### config.mk
export PLATFORM = sky130hd
export DESIGN_NAME = vc_wrr_scheduler
export DESIGN_NICKNAME = d
export VERILOG_FILES = /design/src/rtl/pcie_tl_pkg.sv /design/src/rtl/wrr_grant_select.sv /design/src/rtl/vc_wrr_scheduler.sv
export SDC_FILE = /design/constraint.sdc
export NUM_CORES = 1
export LEC_CHECK = 0
export CAP_MARGIN = 15
export CORE_MARGIN = 1.5
export CORE_UTILIZATION = 40
export DETAILED_ROUTE_END_ITERATION = 12
export MAX_ROUTING_LAYER = met4
export PLACE_DENSITY_LB_ADDON = 0.2
export SYNTH_ARGS = -nofsm -noshare
export SYNTH_HDL_FRONTEND = slang
export SYNTH_HIERARCHICAL = 1
export SYNTH_SLANG_ARGS = --single-unit
### constraint.sdc
create_clock -name clk -period 3.5 [get_ports clk]
set_input_delay 0.7 -clock clk [delete_from_list [all_inputs] [get_ports clk]]
set_output_delay 0.7 -clock clk [all_outputs]
set_load 0.02 [all_outputs]
### src/rtl/pcie_tl_pkg.sv
// Shared types and defaults for the transaction-layer VC scheduler.
package pcie_tl_pkg;

    localparam int NUM_VC   = 4;
    localparam int DATA_W   = 12;
    localparam int DEST_LSB = 8;

    localparam int W0_DEF = 4;
    localparam int W1_DEF = 3;
    localparam int W2_DEF = 2;
    localparam int W3_DEF = 1;

    typedef logic [1:0] vc_id_t;

    function automatic logic [NUM_VC-1:0] vc_onehot(input vc_id_t id);
        return 4'b0001 << id;
    endfunction

endpackage

### src/rtl/wrr_grant_select.sv
// Combinational weighted round-robin grant decision for one cycle.
module wrr_grant_select
    import pcie_tl_pkg::*;
(
    input  vc_id_t            cur,
    input  logic [3:0]        cnt,
    input  logic [3:0]        eff_w,
    input  logic [NUM_VC-1:0] empty,
    input  logic              issue_ok,
    output logic              grant_valid,
    output vc_id_t            grant_id,
    output vc_id_t            next_cur,
    output logic [3:0]        next_cnt
);

    vc_id_t cand;

    // Stay on cur while it has credit; otherwise take the first non-empty VC
    // after cur, with cur itself last so an exhausted lone VC starts a new turn.
    always_comb begin
        grant_valid = 1'b0;
        grant_id    = cur;
        next_cur    = cur;
        next_cnt    = cnt;
        cand        = cur;
        if (issue_ok) begin
            if (!empty[cur] && (cnt < eff_w)) begin
                grant_valid = 1'b1;
                next_cnt    = cnt + 4'd1;
            end else begin
                for (int k = 1; k <= NUM_VC; k++) begin
                    cand = cur + vc_id_t'(k);
                    if (!grant_valid && !empty[cand]) begin
                        grant_valid = 1'b1;
                        grant_id    = cand;
                        next_cur    = cand;
                        next_cnt    = 4'd1;
                    end
                end
            end
        end
    end

endmodule

### src/rtl/vc_wrr_scheduler.sv
// Weighted round-robin scheduler from four VC input FIFOs to four class
// output FIFOs; pop is combinational, push/data_out land two cycles later.
module vc_wrr_scheduler
    import pcie_tl_pkg::*;
#(
    parameter int DATA_W   = pcie_tl_pkg::DATA_W,
    parameter int DEST_LSB = pcie_tl_pkg::DEST_LSB,
    parameter int W0       = W0_DEF,
    parameter int W1       = W1_DEF,
    parameter int W2       = W2_DEF,
    parameter int W3       = W3_DEF
) (
    input  logic              clk,
    input  logic              reset,
    input  logic [NUM_VC-1:0] empty,
    input  logic [DATA_W-1:0] data_in_0,
    input  logic [DATA_W-1:0] data_in_1,
    input  logic [DATA_W-1:0] data_in_2,
    input  logic [DATA_W-1:0] data_in_3,
    input  logic [NUM_VC-1:0] almost_full,
    input  logic              qos_en,
    output logic [NUM_VC-1:0] pop,
    output logic [NUM_VC-1:0] push,
    output logic [DATA_W-1:0] data_out,
    output logic              idle
);

    if (W0 < 1 || W0 > 15 || W1 < 1 || W1 > 15 ||
        W2 < 1 || W2 > 15 || W3 < 1 || W3 > 15) begin : g_bad_weight
        $fatal(1, "vc_wrr_scheduler: every weight must be in 1..15");
    end

    vc_id_t            cur_q, cur_d;
    logic [3:0]        cnt_q, cnt_d;
    logic              s1_vld_q, s1_vld_d;
    vc_id_t            s1_src_q, s1_src_d;
    logic [NUM_VC-1:0] push_q, push_d;
    logic [DATA_W-1:0] data_out_q, data_out_d;

    logic              issue_ok;
    logic [3:0]        w_sel;
    logic [3:0]        eff_w;
    logic              grant_valid;
    vc_id_t            grant_id;
    vc_id_t            next_cur;
    logic [3:0]        next_cnt;
    logic [DATA_W-1:0] s1_word;

    // Reset in the gate keeps pop low for the whole reset pulse.
    assign issue_ok = ~reset & (almost_full == '0);

    // Weight of the current VC, flattened to 1 when QoS is off.
    always_comb begin
        case (cur_q)
            2'd0:    w_sel = 4'(W0);
            2'd1:    w_sel = 4'(W1);
            2'd2:    w_sel = 4'(W2);
            default: w_sel = 4'(W3);
        endcase
        eff_w = qos_en ? w_sel : 4'd1;
    end

    wrr_grant_select u_sel (
        .cur         (cur_q),
        .cnt         (cnt_q),
        .eff_w       (eff_w),
        .empty       (empty),
        .issue_ok    (issue_ok),
        .grant_valid (grant_valid),
        .grant_id    (grant_id),
        .next_cur    (next_cur),
        .next_cnt    (next_cnt)
    );

    // Read data of the VC popped last cycle.
    always_comb begin
        case (s1_src_q)
            2'd0:    s1_word = data_in_0;
            2'd1:    s1_word = data_in_1;
            2'd2:    s1_word = data_in_2;
            default: s1_word = data_in_3;
        endcase
    end

    // Next-state: arbitration state, stage-1 tag, stage-2 push/data.
    always_comb begin
        cur_d    = next_cur;
        cnt_d    = next_cnt;
        s1_vld_d = grant_valid;
        s1_src_d = grant_id;
        if (s1_vld_q) begin
            push_d     = vc_onehot(vc_id_t'(s1_word[DEST_LSB+1:DEST_LSB]));
            data_out_d = s1_word;
        end else begin
            push_d     = '0;
            data_out_d = data_out_q;
        end
    end

    // State registers; reset drops any in-flight word immediately.
    always_ff @(posedge clk or posedge reset) begin
        if (reset) begin
            cur_q      <= '0;
            cnt_q      <= '0;
            s1_vld_q   <= 1'b0;
            s1_src_q   <= '0;
            push_q     <= '0;
            data_out_q <= '0;
        end else begin
            cur_q      <= cur_d;
            cnt_q      <= cnt_d;
            s1_vld_q   <= s1_vld_d;
            s1_src_q   <= s1_src_d;
            push_q     <= push_d;
            data_out_q <= data_out_d;
        end
    end

    assign pop      = grant_valid ? vc_onehot(grant_id) : '0;
    assign push     = push_q;
    assign data_out = data_out_q;
    assign idle     = ~s1_vld_q & ~(|push_q) & (&empty);

endmodule
# [Yosys cells after proc, flatten, opt, wreduce, memory -nomap -nowiden]
# Cells that the tools add are included.
[totals] reg_bits=23 latch_bits=0 mem_bits_rw=0 rom_bits=0 input_bits=59 out_inout_bits=21 mem_count=0
[op_classes] addsub=4 mul=0 n_div=0 n_lt_le_gt_ge=5 eq_ne=3 shift=2 n_mux=36 n_bitwise=6 n_reduce_logical=15
[ops] op="$pmux W12 S3" n=1
[ops] op="$mux W4" n=8
[ops] op="$mux W1" n=16
[ops] op="$lt A2 B3 Y1 const B" n=4
[ops] op="$mux W2" n=6
[ops] op="$pmux W3 S3" n=1
[ops] op="$bmux W1 S2" n=4
[ops] op="$shl A1 B2 Y4 const A" n=2
[ops] op="$logic_not A1 Y1" n=6
[ops] op="$ne A5 B4 Y1 const B" n=1
[ops] op="$add A2 B2 Y2 const B" n=2
[ops] op="$add A4 B1 Y4 const B" n=1
[ops] op="$logic_and A1 B1 Y1" n=4
[ops] op="$logic_not A4 Y1" n=1
[ops] op="$lt A4 B4 Y1" n=1
[ops] op="$reduce_and A4 Y1" n=1
[ops] op="$reduce_or A4 Y1" n=1
[ops] op="$and A1 B1 Y1" n=3
[ops] op="$not A1 Y1" n=3
[ops] op="$add A2 B1 Y2 const B" n=1
[ops] op="$eq A2 B1 Y1 const B" n=1
[ops] op="$eq A2 B2 Y1 const B" n=1
[ops] op="$logic_not A2 Y1" n=1
[ops] op="$reduce_and A2 Y1" n=1

# [Depth between registers and ports, before layout]
[depth] ltp_word=24 depth_mapped=12

# [By module]
# Netlist, hierarchy kept.
[modules_own_cells] mod="vc_wrr_scheduler" instances=1 cells_per_inst=79 area_per_inst_um2=1226.2 seq_area_each_um2=625.6
[modules_own_cells] mod="wrr_grant_select" instances=1 cells_per_inst=61 area_per_inst_um2=452.9 seq_area_each_um2=0.0

# [Least setup slack after synthesis]
# Ideal clock, no wire load.
[synth_path] path_type="in2out" start="in qos_en" end="out pop[0]" arrival_ns=2.671 t_required_ns=2.800 setup_slack_ns=0.129 path_stages=8 path_cell_list="and2_1 > inv_1 > ha_1 > a2111oi_4 > nor3_1 > a22oi_1 > mux2_2 > nor3b_1"
[synth_via] elab_chain_cells=7 word_cells_on_any_way=9 classes_between="order compare (1); shift (1); mux (6); reduce/logical (1)"
[synth_rtl] element="start: declaration" line_no="vc_wrr_scheduler.sv:21" text="input logic qos_en,"
[synth_rtl] element="$mux W4" line_no="vc_wrr_scheduler.sv:60" text="eff_w = qos_en ? w_sel : 4'd1;"
[synth_rtl] element="$lt A4 B4 Y1" line_no="wrr_grant_select.sv:27" text="if (!empty[cur] && (cnt < eff_w)) begin"
[synth_rtl] element="$logic_and A1 B1 Y1" line_no="wrr_grant_select.sv:27"
[synth_rtl] element="$mux W2 (2 in series)"
[synth_rtl] element="net grant_id[1]" line_no="vc_wrr_scheduler.sv:44" text="vc_id_t grant_id;"
[synth_rtl] element="$shl A1 B2 Y4" line_no="pcie_tl_pkg.sv:16" text="return 4'b0001 << id;"
[synth_rtl] element="$mux W4" line_no="vc_wrr_scheduler.sv:119" text="assign pop = grant_valid ? vc_onehot(grant_id) : '0;"
[synth_rtl] element="end: declaration" line_no="vc_wrr_scheduler.sv:22" text="output logic [NUM_VC-1:0] pop,"
# The timed path passes the listed nets, and every way through them passes these cells.

# [Final worst setup path]
[layout_path] start="in empty[3]" end="out pop[1]"
[layout_via] elab_chain_cells=22 word_cells_on_any_way=38 classes_between="shift (1); mux (27); reduce/logical (10)"
[layout_rtl] element="start: declaration" line_no="vc_wrr_scheduler.sv:15" text="input logic [NUM_VC-1:0] empty,"
[layout_rtl] element="$bmux W1 S2" line_no="wrr_grant_select.sv:33" text="if (!grant_valid && !empty[cand]) begin"
[layout_rtl] element="$mux W1 (not written as such)" line_no="wrr_grant_select.sv:33"
[layout_rtl] element="$mux W1" line_no="wrr_grant_select.sv:33"
[layout_rtl] element="$mux W1" line_no="wrr_grant_select.sv:27"
[layout_rtl] element="$mux W1" line_no="wrr_grant_select.sv:26" text="if (issue_ok) begin"
[layout_rtl] element="$logic_not A1 Y1" line_no="wrr_grant_select.sv:33"
[layout_rtl] element="$logic_and A1 B1 Y1" line_no="wrr_grant_select.sv:33"
[layout_rtl] element="$mux W1" line_no="wrr_grant_select.sv:33"
[layout_rtl] element="(+6 left out)"
[layout_rtl] element="$mux W1" line_no="wrr_grant_select.sv:26"
[layout_rtl] element="$logic_not A1 Y1" line_no="wrr_grant_select.sv:33"
[layout_rtl] element="$logic_and A1 B1 Y1" line_no="wrr_grant_select.sv:33"
[layout_rtl] element="$mux W2"
[layout_rtl] element="$mux W2 * (2 in series)"
[layout_rtl] element="net grant_id[0]" line_no="vc_wrr_scheduler.sv:44"
[layout_rtl] element="$shl A1 B2 Y4 *" line_no="pcie_tl_pkg.sv:16"
[layout_rtl] element="$mux W4 *" line_no="vc_wrr_scheduler.sv:119"
# Mark *: on every way through the listed nets, which the timed path passes. The rest lies on a longest branch. The select of a mux whose other input is x is not followed.

==> flow_summary_export.csv <==
group,metric,value,unit
power,p_sw,0.000628,W
worst_setup_path,cp_max_fo,6,
floorplan,rows,23,
global_route,use_met3,5.00,%
cts,numCtsBuffers,3,
sta,fin_crit_sh,97.1,%
global_route,antenna_found_initial,0,
route,post_drt_wl_per_cell,14.6,um
cells_and_area,drive_above_1_share,30.5,%
cts,clock_path_buffers,2,
sta,final.setup.tns,0,ps
sta,min_period,3400,ps
cts,clock_tree.root_cell,"clkbuf_8",
route,vias,1496,
route,routed_via_density,5.23,
worst_setup_path,path_cells,"clkdlybuf4s50_1, buf_4, mux2i_1, nor2_1, a31oi_2, nor4b_4, o32a_4, buf_6, nand2_2, nor2_2, buf_6",
power,switching_share,36.4,%
placed_design,portBuffers,79,
sta,setup_viol,0,
flow_run,maxCapViolations,0,
power,p_comb_share,59.8,%
outcome,status,"completed",
cells_and_area,multi_input_area,1040,um2
synth,syn_inst,140,
route,drc,0,
synth,synthesis.area,1680,um2
hold_path,worstHoldPathType,"reg2reg",
power,p_leak,1.18,nW
cts,cts_sinks,25,
global_route,grt_use_met1,25.5,%
global_route,grt_overflow,0,
power,p_per_area,625,nW/um2
cells_and_area,layout_commonest_cell,"clkdlybuf4s50_1",
global_route,busiest_layer,"met2",
cts,holdBufCountCts,0,
cells_and_area,area_delta_synth_final,64.2,%
global_route,met2_usage,35.7,%
cts,htreeDepth,1,
route,wl,4190,um
synth,postSynthNetCount,206,
synth,synth_cell_type_count,43,
synth,ys_top_cells_by_area,"dfrtp_1 (37%), mux4_2 (15%), mux2_2 (8.7%), ha_1 (5.2%), mux4_1 (3.1%)",
synth,ys_seq_elements,25,
cells_and_area,mostFrequentLayoutCells,"clkdlybuf4s50_1 (70), dfrtp_1 (25), buf_4 (21), mux2_2 (12), mux4_2 (11)",
synth,synth_largest_area_cell,"dfrtp_1",
sta,final.setup_skew,8.55,ps
placed_design,place_ws,-757,ps
power,p_int,0.00110,W
cells_and_area,diodes,0,
worst_setup_path,cp_common_cell,"buf_6",
worst_setup_path,timing_worst_setup_path_type,"in2out",
sta,slew_viol_final,0,
synth,synth_top_cell_area_share,37.3,%
cells_and_area,n_fill_cell,292,
synth,yosysWarnings,6,
worst_setup_path,slowest_stage,"clkdlybuf4s50_1",
sta,tightestPinTransition,936,ps
route,first_pass_iters,4,
floorplan,core,4030,um2
worst_setup_path,cpPeakStageDelay,450,ps
floorplan,initial_core_util,41.7,%
synth,synthFlopType,"dfrtp_1",
cts,path_clk_slew,90,ps
placed_design,gp_congestion,0.816,
synth,synthArstFlopShare,100,%
power,peakVddDrop,0.000422,V
sta,rsz0062_at_grt,"true",
global_route,grt_max_degree,26,
global_route,first_global_vias,1608,
sta,setup_ws,101,ps
synth,yosysSeqAreaShare,37.3,%
sta,hold_viol_final,0,
global_route,grtUsageTotal,21.6,%
worst_setup_path,endpoint_kind,"output port",
placed_design,dp_hpwl,3130,um
sta,clock.fmax,294,MHz
sta,slew_headroom,37.5,%
floorplan,dieArea,4600,um2
synth,synth_edf_count,0,
cells_and_area,final_nets,303,
cells_and_area,regArea,626,um2
power,seqPwrFrac,30.3,%
power,power.total,0.00172,W
power,clockPowerShare,10.0,%
worst_setup_path,cp.required,2800,ps
floorplan,ios,80,
global_route,grt_pass1_wl,7170,um
worst_setup_path,critPathArrivalTime,2700,ps
floorplan,dieHeight,67.8,um
route,antenna_left,0,
cts,cts_tree,"yes",
synth,synth_area_per_cell,12.0,um2
worst_setup_path,critPathLaunchType,"input pin",
cts,clock_latency,270,ps
route,drt_iter0_drc,39,
cells_and_area,final_util,68.4,%
floorplan,die_w,67.8,um
[critical path: cells and delay by family]
family | cells | cell delay (ps)
AO/OA/AOI/OAI | 2 | 510
multiplexers | 1 | 140
buffers and inverters | 4 | 840
AND/OR/NAND/NOR | 4 | 510
[final cells by class]
| class | count | share of cell area (%) |
|---|---|---|
| repair buffers | 100 | 34.1 |
| inverters | 12 | 1.63 |
| well taps | 50 | 2.27 |
| multi-input cells | 95 | 37.6 |
| clock inverters | 1 | 0.181 |
| flip-flops and latches | 25 | 22.7 |
| clock buffers | 3 | 1.50 |
[synth_stat cells, drive strengths merged, types with 2 or more instances]
cell	n
a22o	2
nor2	10
and2	2
buf	7
nor3b	3
o21ai	5
nand2	7
a31oi	2
o21a	2
mux2	13
and3	2
inv	12
or3	2
dfrtp	25
and3b	2
nand2b	2
mux4	13
mux2i	3
nor3	2
ha	7
[layer usage]
metal | vias up | wire length [um] | share of wire (%)
met1 | 712 | 1780 | 42
met2 | 67 | 2050 | 49
li1 | 711 | - | -
met5 | - | 0 | 0
met4 | 0 | 60 | 1.4
met3 | 6 | 304 | 7.3
[cell families (layout without fill, tap and decap cells)]
kind of cell             Yosys count  in the layout  synth area share [%]
AND/OR/NAND/NOR                   38             38                  12.6
multiplexers                      29             29                  28.4
XOR/XNOR                           1              1                 0.522
adder cells (fa/ha/maj)            7              7                  5.22
buffers and inverters             20            116                  6.41
other                              1              1                 0.223
AO/OA/AOI/OAI                     19             19                  9.39
flip-flops                        25             25                  37.3
[path summary, 6_finish.rpt]
path / from / to / slack [ps] / cells past startpoint
worst max-delay path: empty[3] / pop[1] / 100 / 11
worst min register to register: data_out[7]$_DFFE_PP0P_ / data_out[7]$_DFFE_PP0P_ / 510 / 1
max in group asynchronous: reset / push[0]$_DFF_PP0_ / 2040 / 3
worst min-delay path: data_out[7]$_DFFE_PP0P_ / data_out[7]$_DFFE_PP0P_ / 510 / 1
min in group asynchronous: reset / cur_q[1]$_DFF_PP0_ / 890 / 3
worst max register to register: cur_q[1]$_DFF_PP0_ / cur_q[0]$_DFF_PP0_ / 970 / 12
[power groups by stage]
stage / registers (W) / logic [W] / clock network [W]
5_1_grt: 0.000548 / 0.00113 / 0.000194
4_1_cts: 0.000523 / 0.000956 / 0.000177
3_3_place_gp: 0.000518 / 0.000890 / 0
2_1_floorplan: 0.000553 / 0.000539 / 0
6_report: 0.000522 / 0.00103 / 0.000172
3_5_place_dp: 0.000526 / 0.000910 / 0
[registers in the layout (all words and copies together) (netlist names)]
signal	count
data_out	12
cnt_q	4
push	4
cur_q	2
s1_src_q	2
s1_vld_q	1
[repair_timing]
action	4_1_cts	5_1_grt
buffers inserted	2	3
gates resized for setup	33	13
pin swaps	8	6
gates cloned	0	0
setup endpoints to repair	4	4
[through the flow]
| stage | area (um2) | hold WS [ps] | std cells |
|---|---|---|---|
| after floorplan | 1680 | 499 | 140 |
| after global placement | 2590 | 490 | 277 |
| after detailed placement | 2590 | 497 | 277 |
| after CTS | 2670 | 517 | 283 |
| after global routing | 2760 | 530 | 286 |
| final | 2760 | 513 | 286 |
No activity file was read; power rests on OpenSTA's default activity.
